--- config.mk ---
export PLATFORM = sky130hd
export DESIGN_NAME = uart_rx_fifo
export DESIGN_NICKNAME = d
export VERILOG_FILES = /design/src/rtl/uart_pkg.sv /design/src/rtl/uart_rx_fifo.sv
export SDC_FILE = /design/constraint.sdc
export NUM_CORES = 1
export LEC_CHECK = 0
export CAP_MARGIN = 40
export CORE_MARGIN = 5
export CORE_UTILIZATION = 56
export CTS_BUF_LIST = sky130_fd_sc_hd__clkbuf_16
export DETAILED_ROUTE_END_ITERATION = 16
export DONT_BUFFER_PORTS = 1
export PLACE_DENSITY_LB_ADDON = 0.25
export SLEW_MARGIN = 20
export SYNTH_ARGS = -nofsm -noshare
export SYNTH_HDL_FRONTEND = slang
export SYNTH_SLANG_ARGS = --single-unit
--- constraint.sdc ---
create_clock -name clk -period 3.8 [get_ports clk]
set_clock_uncertainty 0.1 [all_clocks]
set_input_delay 0 -clock clk [delete_from_list [all_inputs] [get_ports clk]]
set_output_delay 0 -clock clk [all_outputs]
set_load 0.005 [all_outputs]
--- src/rtl/uart_pkg.sv ---
// Constants shared by the UART transmitter, receiver and receive FIFO.
package uart_pkg;
   localparam int UART_DW         = 8;
   localparam int FIFO_DEPTH_DEF  = 16;
   localparam int FIFO_THRESH_DEF = 8;
endpackage

--- src/rtl/uart_rx_fifo.sv ---
// Receive byte FIFO with first-word-fall-through read, sticky overrun and level interrupt.
// Write lands on rd_dat one cycle after wr_stb; writes into a full FIFO are dropped unless popped in the same cycle.
module uart_rx_fifo
   import uart_pkg::*;
#(
   parameter int DEPTH  = FIFO_DEPTH_DEF,
   parameter int THRESH = FIFO_THRESH_DEF
) (
   input  logic                     clk,
   input  logic                     rst,
   input  logic                     wr_stb,
   input  logic [UART_DW-1:0]       wr_dat,
   input  logic                     rd_stb,
   input  logic                     flush,
   input  logic                     clr_ovr,
   input  logic                     irq_en,
   output logic [UART_DW-1:0]       rd_dat,
   output logic                     empty,
   output logic                     full,
   output logic [$clog2(DEPTH):0]   level,
   output logic                     overrun,
   output logic                     irq
);
   localparam int AW = $clog2(DEPTH);
   localparam int LW = AW + 1;
   localparam logic [LW-1:0] DEPTH_L  = LW'(DEPTH);
   localparam logic [LW-1:0] THRESH_L = LW'(THRESH);

   logic [UART_DW-1:0] mem [DEPTH];
   logic [AW-1:0]      wr_ptr;
   logic [AW-1:0]      rd_ptr;
   logic               do_wr;
   logic               do_rd;
   logic               ovr_set;
   logic [LW-1:0]      level_nxt;

   // A full FIFO still accepts a write when the head is popped in the same cycle.
   assign do_wr   = wr_stb & ~flush & (~full | rd_stb);
   assign do_rd   = rd_stb & ~flush & ~empty;
   assign ovr_set = wr_stb & ~flush & full & ~rd_stb;

   always_comb begin
      level_nxt = level;
      if (flush) begin
         level_nxt = '0;
      end else begin
         case ({do_wr, do_rd})
            2'b10:   level_nxt = level + LW'(1);
            2'b01:   level_nxt = level - LW'(1);
            default: level_nxt = level;
         endcase
      end
   end

   always_ff @(posedge clk or posedge rst) begin
      if (rst) begin
         wr_ptr  <= '0;
         rd_ptr  <= '0;
         level   <= '0;
         empty   <= 1'b1;
         full    <= 1'b0;
         overrun <= 1'b0;
      end else begin
         if (flush) begin
            wr_ptr <= '0;
            rd_ptr <= '0;
         end else begin
            if (do_wr) wr_ptr <= wr_ptr + AW'(1);
            if (do_rd) rd_ptr <= rd_ptr + AW'(1);
         end
         level <= level_nxt;
         empty <= (level_nxt == '0);
         full  <= (level_nxt == DEPTH_L);
         if (ovr_set)      overrun <= 1'b1;
         else if (clr_ovr) overrun <= 1'b0;
      end
   end

   // Storage is deliberately left out of reset; stale entries are unreachable via the pointers.
   always_ff @(posedge clk) begin
      if (do_wr) mem[wr_ptr] <= wr_dat;
   end

   assign rd_dat = empty ? '0 : mem[rd_ptr];
   assign irq    = irq_en & ((level >= THRESH_L) | overrun);
endmodule

Word-level counts from Yosys, hierarchy flattened
Memory sizes are Yosys's and may differ from the RTL's. Index checks and enable logic that the tools add are counted.

Input bits: 15. Memories kept: 1. Logic and storage cells: 43. Flip-flop bits (word level): 16. Bits in writable memories: 128.

Memories: mem (depth 16, width 8, read ports 1, clocked after memory_dff 0, wr ports 1, RTL line uart_rx_fifo.sv:29) `logic [UART_DW-1:0] mem [DEPTH];`.

Add/subtract/negate cells: 4. Multiplexer cells: 11. Equality and inequality tests: 3. Reductions and logical operators: 4. Order comparisons: 1. Bitwise logic cells: 13.

Operators by type and width (count): 2-to-1 mux 4 bit (4); one-hot mux 5 bit (2 select lines) (1); adder 4 x 1 -> 4 bit, second input constant (2); 2-to-1 mux 8 bit (1); AND 1 bit (7); nonzero test 2 bit (3); adder 5 x 1 -> 5 bit, second input constant (1); equality test 5 bit, second input constant (1); >= comparator 5 x 4 -> 1 bit, second input constant (1); zero test 5 bit (1); 2-to-1 mux 5 bit (1); subtractor 5 x 1 -> 5 bit, second input constant (1); 2-to-1 mux 1 bit (4); inverter 1 bit (4); equality test 2 x 1 -> 1 bit, second input constant (1); equality test 2 bit, second input constant (1); bitwise OR 1 bit (2).

Depth between registers and ports, before layout
Word-level depth: 7. Gate-level depth with buffers: 11. Mapped depth without buffers: 9.

Worst setup path after synthesis
Ideal clock, no wire load.

Path kind: register -> register. Start: reg full. End: reg full. Period minus slack after synthesis: 2.847 ns. Arrival time: 2.653 ns. Setup time: 0.094 ns. Slack: 0.953 ns. Data required time: 3.606 ns. Path buffers: 1. Stages on the path, launching flop included: 11. Cell sequence: dfrtp_1 -> nand2b_1 -> nor3b_1 -> clkbuf_1 -> inv_1 -> ha_1 -> or4bb_1 -> o22a_1 -> nand3_1 -> xnor2_2 -> nor4b_4.

Cells in the longest elaborated chain, start to end: 7.

RTL lines: start, declared (RTL line uart_rx_fifo.sv:19) `output logic full,`; start signal, assigned (RTL line uart_rx_fifo.sv:73) `full <= (level_nxt == DEPTH_L);`; inverter 1 bit (*) (RTL line uart_rx_fifo.sv:38) `assign do_wr = wr_stb & ~flush & (~full | rd_stb);`; bitwise OR 1 bit (*) (RTL line uart_rx_fifo.sv:38); AND 1 bit (*) (RTL line uart_rx_fifo.sv:38); equality test 2 x 1 -> 1 bit / equality test 2 bit (equally long branches) (RTL line uart_rx_fifo.sv:47) `case ({do_wr, do_rd})`; one-hot mux 5 bit (2 select lines) (*) (RTL line uart_rx_fifo.sv:47); 2-to-1 mux 5 bit (*) (RTL line uart_rx_fifo.sv:44) `if (flush) begin`; equality test 5 bit (*) (RTL line uart_rx_fifo.sv:73).

Mark *: on every way between the ends. The rest lies on a longest branch, timed or not. A chain may end at the register's enable or synchronous reset.

Worst setup path after layout
Start: reg empty. End: reg full.

Cells in the longest elaborated chain, start to end: 6.

RTL lines: start, declared (RTL line uart_rx_fifo.sv:18) `output logic empty,`; start signal, assigned (RTL line uart_rx_fifo.sv:72) `empty <= (level_nxt == '0);`; inverter 1 bit (*) (RTL line uart_rx_fifo.sv:39) `assign do_rd = rd_stb & ~flush & ~empty;`; AND 1 bit (*) (RTL line uart_rx_fifo.sv:39); equality test 2 x 1 -> 1 bit / equality test 2 bit (equally long branches) (RTL line uart_rx_fifo.sv:47); one-hot mux 5 bit (2 select lines) (*) (RTL line uart_rx_fifo.sv:47); 2-to-1 mux 5 bit (*) (RTL line uart_rx_fifo.sv:44); equality test 5 bit (*) (RTL line uart_rx_fifo.sv:73).

Marks and branches as above.

==> impl_metrics.py <==
metrics = {
    "worst_setup_path": {
        "path_common_cell": "nor2b_1",
        "cp_slowest_cell": "dfstp_2",
        "crit_path_max_incr_delay_ns": 0.72,
        "worst-path-buf-inv": 0,
        "regToRegSetupSlack_ns": 0.89,
        "path_delay_family": "simple AND/OR/NAND/NOR gates",
        "start_kind": "flop",
        "cp.arrival_ns": 3.14,
        "path_cells": "nor2b_1 > nor2b_1 > ha_1 > or4bb_1 > o22a_1 > nand3_1 > xnor2_2 > nor4b_4",
        "path_class": "flop to flop",
        "cp_max_fo": 11,
        "worstPathRequired_ns": 4.02,
        "crit_path_end_kind": "flop",
    },
    "synthesis": {
        "yosys_most_used_dff": "edfxtp_1",
        "synthArstFlopShare": 0.111,
        "syn-instance-count": 308,
        "syn-num-nets": 330,
        "avgSynthCellArea_um2": 19.6,
        "ys_ff_latch": 144,
        "yosysWarnings": 0,
        "synth-edff-count": 128,
        "netlist_area_um2": 6020,
        "ys_types": 42,
        "ys_seq_area_frac": 0.705,
    },
    "sta": {
        "fin_crit_sh": 0.767,
        "slew_violations": 0,
        "whs_ns": 0.00978,
        "fin_setup_tns_ns": 0,
        "min_period_ns": 2.91,
        "fmax_mhz": 343,
        "hold_viol": 0,
        "setup_viol": 0,
        "rsz0062_at_grt": "no",
        "worst_slew_pin_slew_ns": 0.805,
        "relSlewSlack": 0.462,
    },
    "die": {
        "ios": 32,
        "die_h_um": 114,
        "placementRows": 37,
        "core-area_um2": 10400,
        "die_area_um2": 12900,
        "dieWidth_um": 114,
        "start_util": 0.578,
    },
    "cells_and_area": {
        "layout_commonest_cell": "edfxtp_1",
        "layout_common_cells": "128 x edfxtp_1, 40 x mux4_2, 17 x clkbuf_16",
        "drive_gt1_frac": 0.228,
        "antenna_cells": 0,
        "area_growth_pct": 13.0,
        "fin_nets": 351,
    },
    "routing": {
        "drcViolationCount": 0,
        "avgRoutedWirePerCell_um": 24.3,
        "antenna_left": 0,
        "drt_iter0_markers": 322,
        "finalWirelength_um": 11600,
        "routed-via-count": 2912,
        "viasPerCell": 6.09,
        "first_pass_iters": 5,
    },
    "clock_tree": {
        "insertion_delay_ns": 0.41,
        "cts_buffers": 17,
        "ctsHoldBuffers": 15,
        "cts_resized": 0,
        "cts.clk_slew.worst_paths_ns": 0.06,
        "root_buffer": "clkbuf_16",
        "clock-sinks": 144,
        "cts_setup_buffers": 0,
        "cts_tree": "built",
        "cts_buffer_depth": 2,
        "htreeDepth": 4,
    },
    "global_route": {
        "grt_overflow": 0,
        "grt_use_total": 0.198,
        "grt_pass1_wl_um": 18100,
        "grt_pass1_vias": 3050,
        "antenna_found_initial": 0,
        "grt_max_degree": 25,
    },
    "placed_design": {
        "hpwl_um": 7070,
        "io_buffers": 0,
        "gp_congestion": 0.793,
    },
    "power_and_ir_drop": {
        "ir_worst_vdd_mv": 0.278,
        "p_leak_nw": 2.29,
        "p_per_area_nw_per_um2": 503,
    },
    "status": {
        "status": "completed",
    },
    "flow_run": {
        "maxCapViolCount": 0,
    },
    "hold_path": {
        "hold_class": "input port to async pin",
    },
}
[Yosys cell counts (5+ instances only)]
library cell	instances	area, µm²
nor2b_1	11	68.8
clkbuf_1	10	37.5
ha_1	7	87.6
dfrtp_1	15	375
mux4_2	40	901
inv_1	8	30.0
edfxtp_1	128	3840
xor2_1	7	61.3
and3_1	7	43.8
nor2_1	14	52.6
nand2_1	5	18.8
[layer usage]
layer | vias to the layer above | part of all wire | global-route usage
li1 | 1288 | - | -
met1 | 1496 | 0.39 | 0.262
met2 | 116 | 0.50 | 0.314
met3 | 12 | 0.091 | 0.0626
met4 | 0 | 0.015 | 0.0657
met5 | - | 0 | 0
[worst paths after layout]
check	start	endpoint	cells past startpoint
min in group clk	rd_stb	level[3]$_DFF_PP0_	5
worst max-delay path	empty$_DFF_PP1_	full$_DFF_PP0_	8
worst min-delay path	rst	level[0]$_DFF_PP0_	2
worst max register to register	empty$_DFF_PP1_	full$_DFF_PP0_	8
max in group asynchronous	rst	rd_ptr[0]$_DFFE_PP0P_	2
worst min register to register	overrun$_DFFE_PP0P_	overrun$_DFFE_PP0P_	2
[stage by stage]
step / power, mW / std cells / setup slack, ns / cell area [µm²] / utilization
after floorplan: 1.95 / 308 / 0.953 / 6020 / -
after global placement: 1.98 / 431 / 0.939 / 6140 / 0.589
after detailed placement: 1.98 / 431 / 0.895 / 6140 / 0.589
after CTS: 3.45 / 478 / 0.872 / 6810 / 0.653
after global routing: 3.54 / 478 / 0.710 / 6810 / 0.653
final: 3.42 / 478 / 0.887 / 6810 / 0.653
[state kept, by name, indices dropped and copies added (netlist names)]
name,flops
full,1
mem,128
overrun,1
rd_ptr,4
level,5
empty,1
wr_ptr,4
[kinds of logic (layout without fill, tap and decap cells)]
family | after synthesis | count (layout) | synth area share
AND/OR/NAND/NOR | 66 | 66 | 0.0690
XOR/XNOR | 11 | 11 | 0.0185
buffers and inverters | 26 | 60 | 0.0222
AO/OA/AOI/OAI | 10 | 10 | 0.0137
flip-flops | 144 | 144 | 0.705
adder cells (fa/ha/maj) | 7 | 7 | 0.0145
multiplexers | 44 | 44 | 0.157
[final cells by class]
type,count,area (µm²)
Fill cell,713,3610
Inverter,8,30.0
Clock buffer,17,425
Timing Repair Buffer,20,200
Multi-Input combinational cell,138,1640
Clock inverter,15,91.3
Sequential cell,144,4250
Tap cell,136,170
[worst register-to-register path, delay by kind of cell (launching register included)]
kind | cells | cell delay, ns
AO/OA/AOI/OAI | 1 | 0.20
XOR/XNOR | 1 | 0.11
adder cells (fa/ha/maj) | 1 | 0.43
flip-flops | 1 | 0.72
AND/OR/NAND/NOR | 5 | 1.26
[where the power goes]
group	internal, mW	switching [mW]	total [mW]
registers	1.75	0.0320	1.78
logic	0.103	0.100	0.204
clock network	0.871	0.570	1.44
Power figures use the tool's default switching activity.
